--- src/rtl/vga_px_arbiter.sv ---
// vga_px_arbiter
// Round-robin arbiter that shares one Avalon-MM write master (the VGA pixel
// buffer conduit) among N_REQ pixel writers. One write is in flight at a time.
// The winner's address/colour are latched and held until waitrequest drops,
// then a one-cycle ack goes back to the winner.
//
// Optional build macro: VGA_PX_ARB_PRIO0_EN
//   defined   - requester 0 has absolute priority; round-robin among 1..N_REQ-1
//   undefined - pure round-robin across all requesters
//
// Ports:
//   clk, reset_n          clock, asynchronous active-low reset
//   req[N_REQ]            level requests, held until ack
//   req_addr, req_data    packed per-requester address / colour (slot i at i*W)
//   ack[N_REQ]            one-cycle accept pulse to the winner
//   busy                  transaction in flight (WRITE or ACK)
//   grant_id[3]           index of current or last winner
//   vga_px_*              Avalon-MM master (write-only; read tied low)
//
// state | meaning
// IDLE  | sample requests, pick a winner, latch its address/colour
// WRITE | write asserted, held until waitrequest is low
// ACK   | ack pulse cycle; keeps req from being resampled before it is seen

module vga_px_arbiter #(
    parameter int N_REQ  = 3,
    parameter int ADDR_W = 32,
    parameter int DATA_W = 16
) (
    input  logic                      clk,
    input  logic                      reset_n,
    input  logic [N_REQ-1:0]          req,
    input  logic [N_REQ*ADDR_W-1:0]   req_addr,
    input  logic [N_REQ*DATA_W-1:0]   req_data,
    output logic [N_REQ-1:0]          ack,
    output logic                      busy,
    output logic [2:0]                grant_id,
    output logic [ADDR_W-1:0]         vga_px_address,
    output logic                      vga_px_write,
    output logic [DATA_W-1:0]         vga_px_writedata,
    output logic                      vga_px_read,
    input  logic                      vga_px_waitrequest
);

    typedef enum logic [1:0] {
        ST_IDLE  = 2'd0,
        ST_WRITE = 2'd1,
        ST_ACK   = 2'd2
    } state_t;

    state_t                  state, state_nxt;
    logic [2:0]              rr_ptr, rr_ptr_nxt;
    logic [2:0]              grant_nxt;
    logic [ADDR_W-1:0]       addr_nxt;
    logic [DATA_W-1:0]       data_nxt;
    logic                    write_nxt;
    logic [N_REQ-1:0]        ack_nxt;
    logic                    busy_nxt;

    logic [N_REQ-1:0]        rr_req;
    logic [N_REQ-1:0]        req_sh;
    logic [2:0]              win;
    logic                    win_vld;
    logic [N_REQ*ADDR_W-1:0] addr_sh;
    logic [N_REQ*DATA_W-1:0] data_sh;
    int                      idx;

    assign vga_px_read = 1'b0;

    // Winner search: first set bit scanning from rr_ptr upward, modulo N_REQ.
    always_comb begin
        idx     = 0;
        req_sh  = '0;
        win     = 3'd0;
        win_vld = 1'b0;
`ifdef VGA_PX_ARB_PRIO0_EN
        // Requester 0 is taken out of the rotation; it wins outright below.
        rr_req  = req & ~N_REQ'(1);
`else
        rr_req  = req;
`endif
        for (int k = 0; k < N_REQ; k++) begin
            idx    = (int'(rr_ptr) + k) % N_REQ;
            req_sh = rr_req >> idx;
            if (!win_vld && req_sh[0]) begin
                win     = 3'(idx);
                win_vld = 1'b1;
            end
        end
`ifdef VGA_PX_ARB_PRIO0_EN
        if (req[0]) begin
            win     = 3'd0;
            win_vld = 1'b1;
        end
`endif
    end

    assign addr_sh = req_addr >> (int'(win) * ADDR_W);
    assign data_sh = req_data >> (int'(win) * DATA_W);

    always_comb begin
        state_nxt  = state;
        rr_ptr_nxt = rr_ptr;
        grant_nxt  = grant_id;
        addr_nxt   = vga_px_address;
        data_nxt   = vga_px_writedata;
        write_nxt  = vga_px_write;
        ack_nxt    = '0;
        case (state)
            ST_IDLE: begin
                write_nxt = 1'b0;
                if (win_vld) begin
                    grant_nxt = win;
                    addr_nxt  = addr_sh[ADDR_W-1:0];
                    data_nxt  = data_sh[DATA_W-1:0];
                    write_nxt = 1'b1;
                    state_nxt = ST_WRITE;
                end
            end
            ST_WRITE: begin
                if (!vga_px_waitrequest) begin
                    write_nxt = 1'b0;
                    ack_nxt   = N_REQ'(1) << grant_id;
                    state_nxt = ST_ACK;
`ifdef VGA_PX_ARB_PRIO0_EN
                    // Requester 0 only ever wins by priority, so it never moves the pointer.
                    if (grant_id != 3'd0)
                        rr_ptr_nxt = (grant_id == 3'(N_REQ-1)) ? 3'd0 : grant_id + 3'd1;
`else
                    rr_ptr_nxt = (grant_id == 3'(N_REQ-1)) ? 3'd0 : grant_id + 3'd1;
`endif
                end
            end
            ST_ACK: begin
                state_nxt = ST_IDLE;
            end
            default: begin
                state_nxt = ST_IDLE;
                write_nxt = 1'b0;
            end
        endcase
        busy_nxt = (state_nxt != ST_IDLE);
    end

    always_ff @(posedge clk or negedge reset_n) begin
        if (!reset_n) begin
            state            <= ST_IDLE;
            rr_ptr           <= 3'd0;
            grant_id         <= 3'd0;
            ack              <= '0;
            busy             <= 1'b0;
            vga_px_write     <= 1'b0;
            vga_px_address   <= '0;
            vga_px_writedata <= '0;
        end else begin
            state            <= state_nxt;
            rr_ptr           <= rr_ptr_nxt;
            grant_id         <= grant_nxt;
            ack              <= ack_nxt;
            busy             <= busy_nxt;
            vga_px_write     <= write_nxt;
            vga_px_address   <= addr_nxt;
            vga_px_writedata <= data_nxt;
        end
    end

endmodule

--- config.mk ---
export PLATFORM = sky130hd
export DESIGN_NAME = vga_px_arbiter
export DESIGN_NICKNAME = d
export VERILOG_FILES = /design/src/rtl/vga_px_arbiter.sv
export SDC_FILE = /design/constraint.sdc
export NUM_CORES = 1
export LEC_CHECK = 0
export CORE_MARGIN = 2
export CORE_UTILIZATION = 45
export CTS_CLUSTER_SIZE = 12
export DETAILED_ROUTE_END_ITERATION = 10
export DONT_BUFFER_PORTS = 1
export MAX_ROUTING_LAYER = met4
export PLACE_DENSITY = 0.57
export SKIP_LAST_GASP = 1
export SYNTH_ARGS = -nofsm -noshare
export SYNTH_HDL_FRONTEND = slang
export SYNTH_SLANG_ARGS = --single-unit
--- constraint.sdc ---
create_clock -name clk -period 4.6 [get_ports clk]
set_input_delay 0.69 -clock clk [delete_from_list [all_inputs] [get_ports clk]]
set_output_delay 0.69 -clock clk [all_outputs]
set_load 0.05 [all_outputs]
==> summary.md <==
| Metric | Value |
|---|---|
| Highest net fanout along the worst path | 13 |
| Hpwl dp | about 9.4 mm |
| IO buf count | 0 |
| Reg-to-reg critical path startpoint | rr_ptr[1]$_DFFE_PN0P_ |
| Largest stage delay on the critical path | 0.48 ns |
| Register bit total from synthesis | just over 60 |
| Row count | 36 |
| RePlAce Congestion | slightly below 0.9 |
| First-pass GRT wire length | about 22 mm |
| Most frequent cell after synthesis | nand2_1 |
| Max-Cap Viols | 0 |
| Sequential share of the synthesized area | about a third |
| Status | complete, no violations |
| Final Max Slew Viols | 0 |
| Synth Cell Area | 4580 um^2 |
| Clock Latency Late Sink | approximately 0.35 ns |
| Critical path endpoint category | flip-flop |
| Cells after Synth | between 500 and 600 |
| Min-Delay Path Class | in -> async |
| DRT antenna net count | 0 |
| Critical path class | reg -> reg |
| Yosys cell types | 64 |
| Slowest CP cell | dfrtp_1 |
| H-tree depth | 3 |
| Setup violations, final | 0 |
| RSZ-0062 raised after global routing | no |
| Avg Inst Size Synth | around 8.6 um^2 |
| RR Endpoint | vga_px_address[29]$_DFFE_PN0P_ |
| Grt ovf | 0 |
| Vias post-DR | roughly 4000 |
| Clock Path Buffers | 2 |
| Final hold vios | 0 |
| Die area | about 11000 um^2 |
| CTS root buf | clkbuf_8 |
| Leading area contributor after synthesis | dfrtp_1 |
| Synth warnings | 0 |
| Cell chain of the critical path | inv_1 > ha_1 > nand2_1 > o31ai_2 > nor2_1 > ha_1 > or2_2 > a21oi_1 > a21oi_1 > nor4_4 > o32ai_4 > buf_4 > buf_4 > and2_1 > a221o_1 > a22o_1 |
| Vias per cell | slightly above 6 |
| Ys flop type | dfrtp_1 |
| Core Footprint | 9820 um^2 |
| Post-synth EDFFs | 0 |
| Reg2Reg Setup Slack | around 0.47 ns |
| Normalized max-slew margin | about two fifths |
| # DRC | 0 |
| Crit path launch type | flip-flop |
| Clock transition at the registers of the reported paths | around 0.080 ns |
| Die H | 105 um |
| Setup TNS | 0 ns |
| Initial antenna violation count | 0 |
| Starting Density | a little under half |
| Synth cell count leaders | 69 x nand2_1, 61 x dfrtp_1, 53 x o21ai_0 |
| Total Routing Usage GR | between 20% and 30% |
| Cts bufs inserted | 9 |
| Layout area overhead | 8.59% |
| Required time worst endpoint | ~4.8 ns |
| Worst-margin pin slew | a little under 0.9 ns |
| Drt total wl | around 14 mm |
| Max frequency | 0.242 GHz |
| Post-synth ARST share | 100% |
| Data arrival, critical path | between 4 and 5 ns |
| Vias in the first global route | 4081 |
| Final Cycle Share | approximately 90% |
| Layout net count | 692 |
| I/O pins | 207 |
| Clock skew | approximately 0.0095 ns |
| Synth area leaders | dfrtp_1 33%, and2_1 7.0%, a221oi_2 6.6% |
| Share of cells above drive strength 1 | between 10% and 20% |
| Hold bufs inserted after CTS | 0 |
| Mapped Nets | just over 700 |
| Reg2reg path depth | 16 |
| Die X | between 100 and 150 um |
| DR iter-0 viols | ~270 |
| CTS tree | built |
| Sinks on Clock Net | just over 60 |
| Wire length per cell | about 21 um |
| Top cell type's share of synthesized area | 33.4% |
| Largest net degree at the start of global routing | 62 |
| TritonRoute pass-1 iters | 4 |
| Ant diodes | 0 |
| Min cycle time layout | between 4 and 5 ns |
[registers in the layout, summed over array words and instances (netlist names)]
name	cells
vga_px_writedata	16
vga_px_address	32
state	2
busy	1
rr_ptr	3
vga_px_write	1
ack	3
grant_id	3
[layout by cell type, fill, tap and decap left out, types with 3 or more instances in the layout]
cell type  instances
nor3b_1            3
a31o_1             3
clkbuf_8          12
a21oi_1            9
nor2_1            16
o21ai_1           49
xnor2_1            4
ha_1              19
inv_1             18
nand3b_1           3
mux2i_1            3
and2_1            51
o22ai_1            5
a211oi_1           6
nand2b_1           6
nand3_1            3
a21boi_0           3
buf_12             3
dfrtp_1           61
a31oi_1            5
o21ai_0           53
o21a_1             6
a221oi_1          29
buf_4             14
nand2_1           68
a221oi_2          20
[cell type report]
cell class	instances	area, um^2
Fill cell	978	4850
Multi-Input combinational cell	415	2860
Sequential cell	61	1530
Clock buffer	13	169
Tap cell	133	166
Timing Repair Buffer	17	165
Inverter	18	67.6
Clock inverter	3	18.8
[worst max-delay path by stage]
stage / start / to / cells after the start
after floorplan: rr_ptr[0]$_DFFE_PN0P_ / vga_px_address[29]$_DFFE_PN0P_ / 17
after global placement: rr_ptr[2]$_DFFE_PN0P_ / vga_px_writedata[4]$_DFFE_PN0P_ / 17
after detailed placement: rr_ptr[2]$_DFFE_PN0P_ / vga_px_writedata[4]$_DFFE_PN0P_ / 17
after CTS: rr_ptr[2]$_DFFE_PN0P_ / vga_px_writedata[4]$_DFFE_PN0P_ / 17
after global routing: rr_ptr[1]$_DFFE_PN0P_ / vga_px_writedata[2]$_DFFE_PN0P_ / 15
final: rr_ptr[1]$_DFFE_PN0P_ / vga_px_address[29]$_DFFE_PN0P_ / 16
[cell families after synthesis]
kind of cell,synth area share (%)
flip-flops,33.4
other,0.164
buffers and inverters,6.02
multiplexers,1.39
XOR/XNOR,0.957
AO/OA/AOI/OAI,32.8
adder cells (fa/ha/maj),5.63
AND/OR/NAND/NOR,19.7
[critical path, delay by kind of cell, from the launching register on]
kind                     cells  cell delay, ns
AND/OR/NAND/NOR              5            1.07
adder cells (fa/ha/maj)      2            0.70
AO/OA/AOI/OAI                6            1.23
flip-flops                   1            0.48
buffers and inverters        3            0.54
[metal layers]
| layer | vias to the layer above | global-route usage (%) | share of wire [%] | wire length (um) |
|---|---|---|---|---|
| met2 | 179 | 40.8 | 47 | 6490 |
| met4 | 0 | 6.86 | 1.4 | 188 |
| met1 | 1922 | 32.3 | 44 | 5970 |
| met5 | - | - | 0 | 0 |
| li1 | 1931 | - | - | - |
| met3 | 15 | 6.18 | 7.4 | 1020 |
[repair_timing]
action                                  4_1_cts  5_1_grt
setup buffers                                 0        3
endpoints found under the setup margin        0       43
gates resized for setup                       0        4
[metrics by stage]
step / std cells / instance area [um^2] / utilization, % / hold WS, ns / worst slack [ns]
5_1_grt: 660 / 4970 / 50.6 / 0.0120 / 0.105
4_1_cts: 656 / 4900 / 49.9 / 0.0161 / 0.0535
2_1_floorplan: 534 / 4580 / - / 0.394 / 0.774
3_5_place_dp: 640 / 4710 / 48.0 / 0.397 / 0.0746
6_report: 660 / 4970 / 50.6 / 0.0357 / 0.471
3_3_place_gp: 640 / 4710 / 48.0 / 0.397 / 0.204
Power is not shown: default switching activity piles up to over one toggle a cycle in this logic, so the estimate is an artifact.
